[src/rtl/servile_mem_pkg.sv]
// Shared types and helpers for the servile RF/Wishbone SRAM arbiter.
//   state_t   : arbiter FSM states
//   rd_tag_t  : per-read routing tag {valid, is_rf, beat}
//   calc_*    : derived geometry (beats per WB access, SRAM/RF word address widths)
package servile_mem_pkg;

  typedef enum logic [1:0] {
    IDLE  = 2'd0,
    ISSUE = 2'd1,
    DRAIN = 2'd2
  } state_t;

  // Beat field sized for the narrowest SRAM (8 bit -> 4 beats).
  localparam int BEAT_W = 2;

  typedef struct packed {
    logic              valid;
    logic              is_rf;
    logic [BEAT_W-1:0] beat;
  } rd_tag_t;

  function automatic int calc_beats(input int dw);
    return 32 / dw;
  endfunction

  function automatic int calc_aw(input int depth_b, input int dw);
    return $clog2(depth_b * 8 / dw);
  endfunction

  function automatic int calc_rf_aw(input int regs, input int dw);
    return $clog2(regs * 32 / dw);
  endfunction

endpackage

[src/rtl/servile_rd_tag_pipe.sv]
// Read-return tag pipeline. Carries the routing tag of every issued SRAM read,
// plus the RF "register x0" flag, for rd_lat cycles so both line up with the
// data appearing on the SRAM read port.
//   clk, rst_n      : clock, asynchronous active-low clear
//   tag_in, rz_in   : tag / regzero for the read issued this cycle
//   tag_out, rz_out : tag / regzero matching the SRAM data this cycle
module servile_rd_tag_pipe
  import servile_mem_pkg::*;
#(
  parameter int rd_lat = 1
) (
  input  logic    clk,
  input  logic    rst_n,
  input  rd_tag_t tag_in,
  input  logic    rz_in,
  output rd_tag_t tag_out,
  output logic    rz_out
);

  rd_tag_t [rd_lat-1:0] tag_pipe;
  logic    [rd_lat-1:0] rz_pipe;

  if (rd_lat == 1) begin : g_lat1
    always_ff @(posedge clk or negedge rst_n) begin
      if (!rst_n) begin
        tag_pipe <= '0;
        rz_pipe  <= '0;
      end else begin
        tag_pipe[0] <= tag_in;
        rz_pipe[0]  <= rz_in;
      end
    end
  end else begin : g_latn
    always_ff @(posedge clk or negedge rst_n) begin
      if (!rst_n) begin
        tag_pipe <= '0;
        rz_pipe  <= '0;
      end else begin
        tag_pipe <= {tag_pipe[rd_lat-2:0], tag_in};
        rz_pipe  <= {rz_pipe[rd_lat-2:0], rz_in};
      end
    end
  end

  assign tag_out = tag_pipe[rd_lat-1];
  assign rz_out  = rz_pipe[rd_lat-1];

endmodule

[src/rtl/servile_rf_mem_arb.sv]
// Shares one single-port-per-direction SRAM between the SERV register file and
// a 32-bit Wishbone port. RF traffic always wins; Wishbone accesses are split
// into 32/sram_dw beats, preempted beats are replayed, reads are tagged so the
// returning data is routed to o_rdata or the Wishbone read assembly.
//   i_clk, i_rst_n           : clock, asynchronous active-low reset
//   i_waddr/i_wdata/i_wen    : RF write
//   i_raddr/i_ren, o_rdata   : RF read, data rd_lat cycles after i_ren
//   o_sram_*, i_sram_rdata   : SRAM macro (separate read and write ports)
//   i_wb_*, o_wb_rdt/o_wb_ack: Wishbone slave, one-cycle ack pulse
module servile_rf_mem_arb
  import servile_mem_pkg::*;
#(
  parameter int depth   = 256,
  parameter int rf_regs = 32,
  parameter int sram_dw = 8,
  parameter int rd_lat  = 1,
  parameter int beats   = calc_beats(sram_dw),
  parameter int aw      = calc_aw(depth, sram_dw),
  parameter int rf_aw   = calc_rf_aw(rf_regs, sram_dw)
) (
  input  logic                      i_clk,
  input  logic                      i_rst_n,
  input  logic [rf_aw-1:0]          i_waddr,
  input  logic [sram_dw-1:0]        i_wdata,
  input  logic                      i_wen,
  input  logic [rf_aw-1:0]          i_raddr,
  input  logic                      i_ren,
  output logic [sram_dw-1:0]        o_rdata,
  output logic [aw-1:0]             o_sram_waddr,
  output logic [sram_dw-1:0]        o_sram_wdata,
  output logic [sram_dw/8-1:0]      o_sram_wmask,
  output logic                      o_sram_wen,
  output logic [aw-1:0]             o_sram_raddr,
  output logic                      o_sram_ren,
  input  logic [sram_dw-1:0]        i_sram_rdata,
  input  logic [$clog2(depth)-3:0]  i_wb_adr,
  input  logic [31:0]               i_wb_dat,
  input  logic [3:0]                i_wb_sel,
  input  logic                      i_wb_we,
  input  logic                      i_wb_stb,
  output logic [31:0]               o_wb_rdt,
  output logic                      o_wb_ack
);

  localparam int BW = (beats > 1) ? $clog2(beats) : 1;  // beat counter width
  localparam int MW = sram_dw / 8;                       // mask bits per beat
  localparam int ZB = $clog2(32 / sram_dw);              // word-within-register bits
  localparam logic [BW-1:0]     LAST     = BW'(beats - 1);
  localparam logic [BEAT_W-1:0] LAST_TAG = BEAT_W'(beats - 1);

  state_t         state;
  logic [BW-1:0]  cnt;
  logic           ack_q;
  logic           rd_ack;

  logic           rf_req, start, active, wb_issue, last;
  logic [aw-1:0]  wb_addr;
  logic [sram_dw-1:0] wb_wdata;
  logic [MW-1:0]  wb_mask;

  rd_tag_t        tag_in, tag_out;
  logic           rz_in, rz_out;

  // ---------------------------------------------------------------------
  // Issue control. The first beat goes out in the same cycle the strobe is
  // seen, so IDLE contributes to "active" combinationally. Gating with
  // i_rst_n keeps every SRAM strobe low while reset is held.
  // ---------------------------------------------------------------------
  assign rf_req   = i_wen | i_ren;
  assign start    = (state == IDLE) & i_wb_stb & ~o_wb_ack;
  assign active   = i_rst_n & (start | (state == ISSUE));
  assign wb_issue = active & ~rf_req;
  assign last     = (cnt == LAST);

  if (beats > 1) begin : g_multi_beat
    assign wb_addr = {i_wb_adr, cnt};
  end else begin : g_single_beat
    assign wb_addr = i_wb_adr;
  end

  assign wb_wdata = i_wb_dat[int'(cnt)*sram_dw +: sram_dw];
  assign wb_mask  = i_wb_sel[int'(cnt)*MW +: MW];

  // Write port: RF lands at the NOT-mapped top of memory with a full mask.
  // A Wishbone beat whose mask is empty still uses its slot but writes nothing.
  always_comb begin
    o_sram_wen   = 1'b0;
    o_sram_waddr = wb_addr;
    o_sram_wdata = wb_wdata;
    o_sram_wmask = wb_mask;
    if (i_wen) begin
      o_sram_wen   = i_rst_n;
      o_sram_waddr = ~aw'(i_waddr);
      o_sram_wdata = i_wdata;
      o_sram_wmask = '1;
    end else if (wb_issue & i_wb_we) begin
      o_sram_wen   = |wb_mask;
    end
  end

  // Read port
  always_comb begin
    o_sram_ren   = 1'b0;
    o_sram_raddr = wb_addr;
    if (i_ren) begin
      o_sram_ren   = i_rst_n;
      o_sram_raddr = ~aw'(i_raddr);
    end else if (wb_issue & ~i_wb_we) begin
      o_sram_ren   = 1'b1;
    end
  end

  // ---------------------------------------------------------------------
  // FSM. The counter only advances on beats that actually reach the SRAM,
  // so a preempted beat is naturally replayed with the same address/data.
  // ---------------------------------------------------------------------
  always_ff @(posedge i_clk or negedge i_rst_n) begin
    if (!i_rst_n) begin
      state <= IDLE;
      cnt   <= '0;
      ack_q <= 1'b0;
    end else begin
      ack_q <= 1'b0;
      case (state)
        IDLE, ISSUE: begin
          if (active) begin
            if (wb_issue) begin
              if (last) begin
                cnt <= '0;
                if (i_wb_we) begin
                  ack_q <= 1'b1;
                  state <= IDLE;
                end else begin
                  state <= DRAIN;
                end
              end else begin
                cnt   <= cnt + BW'(1);
                state <= ISSUE;
              end
            end else begin
              state <= ISSUE;
            end
          end
        end
        DRAIN: if (rd_ack) state <= IDLE;
        default: state <= IDLE;
      endcase
    end
  end

  // ---------------------------------------------------------------------
  // Read return routing
  // ---------------------------------------------------------------------
  always_comb begin
    tag_in       = '0;
    tag_in.valid = o_sram_ren;
    tag_in.is_rf = i_ren;
    tag_in.beat[BW-1:0] = cnt;
  end

  // x0 occupies the last register slot of the RF address space.
  assign rz_in = &i_raddr[rf_aw-1:ZB];

  servile_rd_tag_pipe #(
    .rd_lat (rd_lat)
  ) u_tag_pipe (
    .clk     (i_clk),
    .rst_n   (i_rst_n),
    .tag_in  (tag_in),
    .rz_in   (rz_in),
    .tag_out (tag_out),
    .rz_out  (rz_out)
  );

  logic wb_ret;
  assign wb_ret = tag_out.valid & ~tag_out.is_rf;
  // Read ack coincides with the last beat's data on the SRAM port.
  assign rd_ack = wb_ret & (tag_out.beat == LAST_TAG);

  if (beats > 1) begin : g_rdt
    logic [beats-2:0][sram_dw-1:0] rdt_q;

    always_ff @(posedge i_clk or negedge i_rst_n) begin
      if (!i_rst_n) begin
        rdt_q <= '0;
      end else if (wb_ret && (tag_out.beat != LAST_TAG)) begin
        rdt_q[tag_out.beat[BW-1:0]] <= i_sram_rdata;
      end
    end

    assign o_wb_rdt = {i_sram_rdata, rdt_q};
  end else begin : g_rdt_direct
    assign o_wb_rdt = i_sram_rdata;
  end

  assign o_wb_ack = ack_q | rd_ack;
  assign o_rdata  = rz_out ? '0 : i_sram_rdata;

endmodule

[config.mk]
export PLATFORM = sky130hd
export DESIGN_NAME = servile_rf_mem_arb
export DESIGN_NICKNAME = d
export VERILOG_FILES = /design/src/rtl/servile_mem_pkg.sv /design/src/rtl/servile_rd_tag_pipe.sv /design/src/rtl/servile_rf_mem_arb.sv
export SDC_FILE = /design/constraint.sdc
export NUM_CORES = 1
export LEC_CHECK = 0
export ABC_AREA = 0
export CORE_UTILIZATION = 34
export CTS_CLUSTER_DIAMETER = 30
export DETAILED_ROUTE_END_ITERATION = 6
export PLACE_DENSITY_LB_ADDON = 0.2
export SYNTH_ARGS = -nofsm -noshare
export SYNTH_HDL_FRONTEND = slang
export SYNTH_HIERARCHICAL = 1
export SYNTH_SLANG_ARGS = --single-unit
export TNS_END_PERCENT = 50
[constraint.sdc]
create_clock -name i_clk -period 1.8 [get_ports i_clk]
set_input_delay 0.18 -clock i_clk [delete_from_list [all_inputs] [get_ports i_clk]]
set_output_delay 0.18 -clock i_clk [all_outputs]
set_load 0.005 [all_outputs]
==> metrics.md <==
| Metric | Value |
|---|---|
| Starting density of the core | 35.7% |
| Fmax | 523 MHz |
| Slew @ Worst Pin | 310 ps |
| YS warnings | 6 |
| GR Overflow Total | 0 |
| Pin count of the biggest net entering global routing | 26 |
| Post-synth cell types | 29 |
| Worst Path Arrival | 1730 ps |
| Reg2reg start | u_tag_pipe/tag_out[3] |
| Crit. End Element | primary output |
| Clock Latency Late Sink | 280 ps |
| Startpoint types | input port |
| Vias in the first global route | 1947 |
| Place WS | -447 ps |
| Area Growth Syn to Fin | 87.3% |
| Detailed router's first-iteration violation count | 24 |
| Port bufs | 145 |
| Commonest non-fill, non-tap cells in the layout | 128 x clkdlybuf4s50_1, 33 x dfrtp_1, 26 x mux2_2 |
| N_diodes | 0 |
| 1st-pass router iterations | 4 |
| Classification of the worst-slack hold path | in -> async |
| Cts bufs inserted | 5 |
| Final worst-path cycle share | 106% |
| Tmin final | 1910 ps |
| WL per Instance | 14.6 um |
| Peak supply drop | 0.000659 V |
| ANT nets after route | 0 |
| Failing checks | setup timing |
| Setup ws final | -113 ps |
| Mapped Nets | 237 |
| Mapped Cells | 158 |
| DRC viols | 0 |
| Die area | 6120 um2 |
| Final slew viol count | 0 |
| Via density | 4.70 |
| Status | finished, violations left |
| Final setup fails | 20 |
| Initial antenna violation count | 0 |
| Max cap viols | 0 |
| Top_reg_cell synth | dfrtp_1 |
| Fin nets | 396 |
| CTS clk-pin slew, worst paths | 60 ps |
| First-pass GRT wire length | 9290 um |
| Req. time, crit path | 1620 ps |
| Total wire length | 5680 um |
| Flop-to-flop setup slack | -30 ps |
| Mapped Area | 1980 um2 |
| Final hold violations | 0 |
| Asr flop ratio synth | 100% |
| FF-to-FF path depth | 6 |
| Sequential share of the synthesized area | 43.0% |
| Normalized max-slew margin | 79.3% |
| Layout cells sized above 1 | 30.2% |
| Vert. Die Dim | 78.3 um |
| TritonCTS clock tree | done |
| Filler cell count | 459 |
| Fin Hold WS | 427 ps |
| Yosys reg bits | 34 |
| Max Clock Skew | 4.21 ps |
| Most common cell after layout, fill and taps aside | clkdlybuf4s50_1 |
| Routability-driven placement congestion ratio | 0.804 |
| Post-detail-place hpwl | 4710 um |
| IO Pins | 146 |
| Core area | 5540 um2 |
| RSZ-0062 raised after global routing | true |
| Post-synth EDFFs | 0 |
| Via count | 1833 |
| Cell Pwr Density | 1080 nW/um2 |
| Worst R2R End | cnt[1] |
| Total GRT Usage | 19.9% |
| # H-tree levels | 2 |
| Mean Syn Cell Area | 12.5 um2 |
| Std cell rows | 27 |
| CTS Root Cell | clkbuf_8 |
| CP Class | in -> out |
| Clk buf depth | 2 |
| Chip width | 78.3 um |
| Lkg Pwr | 1.61 nW |
| CP Max Fanout | 21 |
| Clk sink count | 34 |
## kinds of logic (layout without fill, tap and decap cells)
kind of cell	Yosys count	in the layout	share of synthesized area, %
AO/OA/AOI/OAI	12	12	3.42
adder cells (fa/ha/maj)	1	1	0.633
buffers and inverters	23	183	7.41
flip-flops	34	34	43.0
multiplexers	50	50	33.5
AND/OR/NAND/NOR	38	38	12.0
## where the power goes
part | switching (mW) | internal (mW) | total (mW) | leakage [nW]
combinational | 0.642 | 1.51 | 2.15 | 1.14
sequential | 0.212 | 1.10 | 1.31 | 0.416
clock | 0.245 | 0.308 | 0.553 | 0.0482
## worst max-delay path, cell delays in order
cell and delay (ps):
clkdlybuf4s50_1 520, buf_4 290, mux2i_1 210, clkdlybuf4s50_1 530
## per-layer routing
layer	GRT usage, %	part of all wire [%]
met5	0	0
met2	37.5	54
met4	7.78	1.1
met1	21.2	37
met3	4.65	8.0
## worst max-delay path by stage
| stage | from | end | slack (ps) | cells after the start |
|---|---|---|---|---|
| finish | i_wen | o_sram_waddr[6] | -110 | 4 |
| global route | cnt[0] | o_sram_wdata[6] | -200 | 4 |
| CTS | cnt[0] | o_sram_wdata[1] | -180 | 5 |
| detailed placement | i_wb_stb | o_sram_ren | -450 | 6 |
| global placement | i_wb_stb | o_sram_ren | -430 | 6 |
| floorplan | cnt[0] | o_sram_wdata[1] | 180 | 3 |
## registers in the layout, indices dropped and copies added, names as in the netlist
| signal | flops |
|---|---|
| o_wb_rdt | 24 |
| u_tag_pipe/tag_out | 4 |
| cnt | 2 |
| state | 2 |
| ack_q | 1 |
| u_tag_pipe/rz_out | 1 |
## Yosys cell counts, types with 2 or more instances
cell,instances,area (um2)
mux2_4,2,30.0
mux2_2,32,360
or2_2,4,25.0
nand3_1,2,10.0
clkbuf_8,3,41.3
mux4_2,9,203
nand2_1,5,18.8
inv_1,7,26.3
nor2b_1,8,50.1
dfrtp_1,34,851
clkbuf_1,4,15.0
buf_4,8,60.1
mux2i_1,7,70.1
o21ai_0,3,15.0
and4bb_2,2,25.0
a21oi_1,7,35.0
nor2_1,9,33.8
## per-stage QoR
| step | utilization (%) | total power [mW] | setup TNS (ps) | cells | cell area, um2 |
|---|---|---|---|---|---|
| final | 66.8 | 4.01 | -1590 | 390 | 3700 |
| after global routing | 66.8 | 4.30 | -3150 | 390 | 3700 |
| after CTS | 67.2 | 4.18 | -2440 | 391 | 3720 |
| after detailed placement | 63.9 | 3.45 | -3150 | 377 | 3540 |
| after global placement | 63.9 | 3.39 | -3040 | 377 | 3540 |
| after floorplan | - | 2.19 | 0 | 158 | 1980 |
## final cells by class
type                    instances  area, um2  area share [%]
flip-flops and latches         34        852            23.0
well taps                      72       90.1            2.43
repair buffers                168       1630            44.0
inverters                       7       26.3           0.710
clock inverters                 1       5.00           0.135
clock buffers                   7       86.3            2.33
multi-input cells             101       1010            27.3
## what timing repair did
action                     4_1_cts  5_1_grt
hold buffers                     1        0
pin swaps                        5        4
resized for setup               69        5
setup endpoints to repair       22       26
setup buffers                    4        1
gates cloned                     1        0
hold endpoints to repair        34        0
No activity file was read; power rests on OpenSTA's default activity.
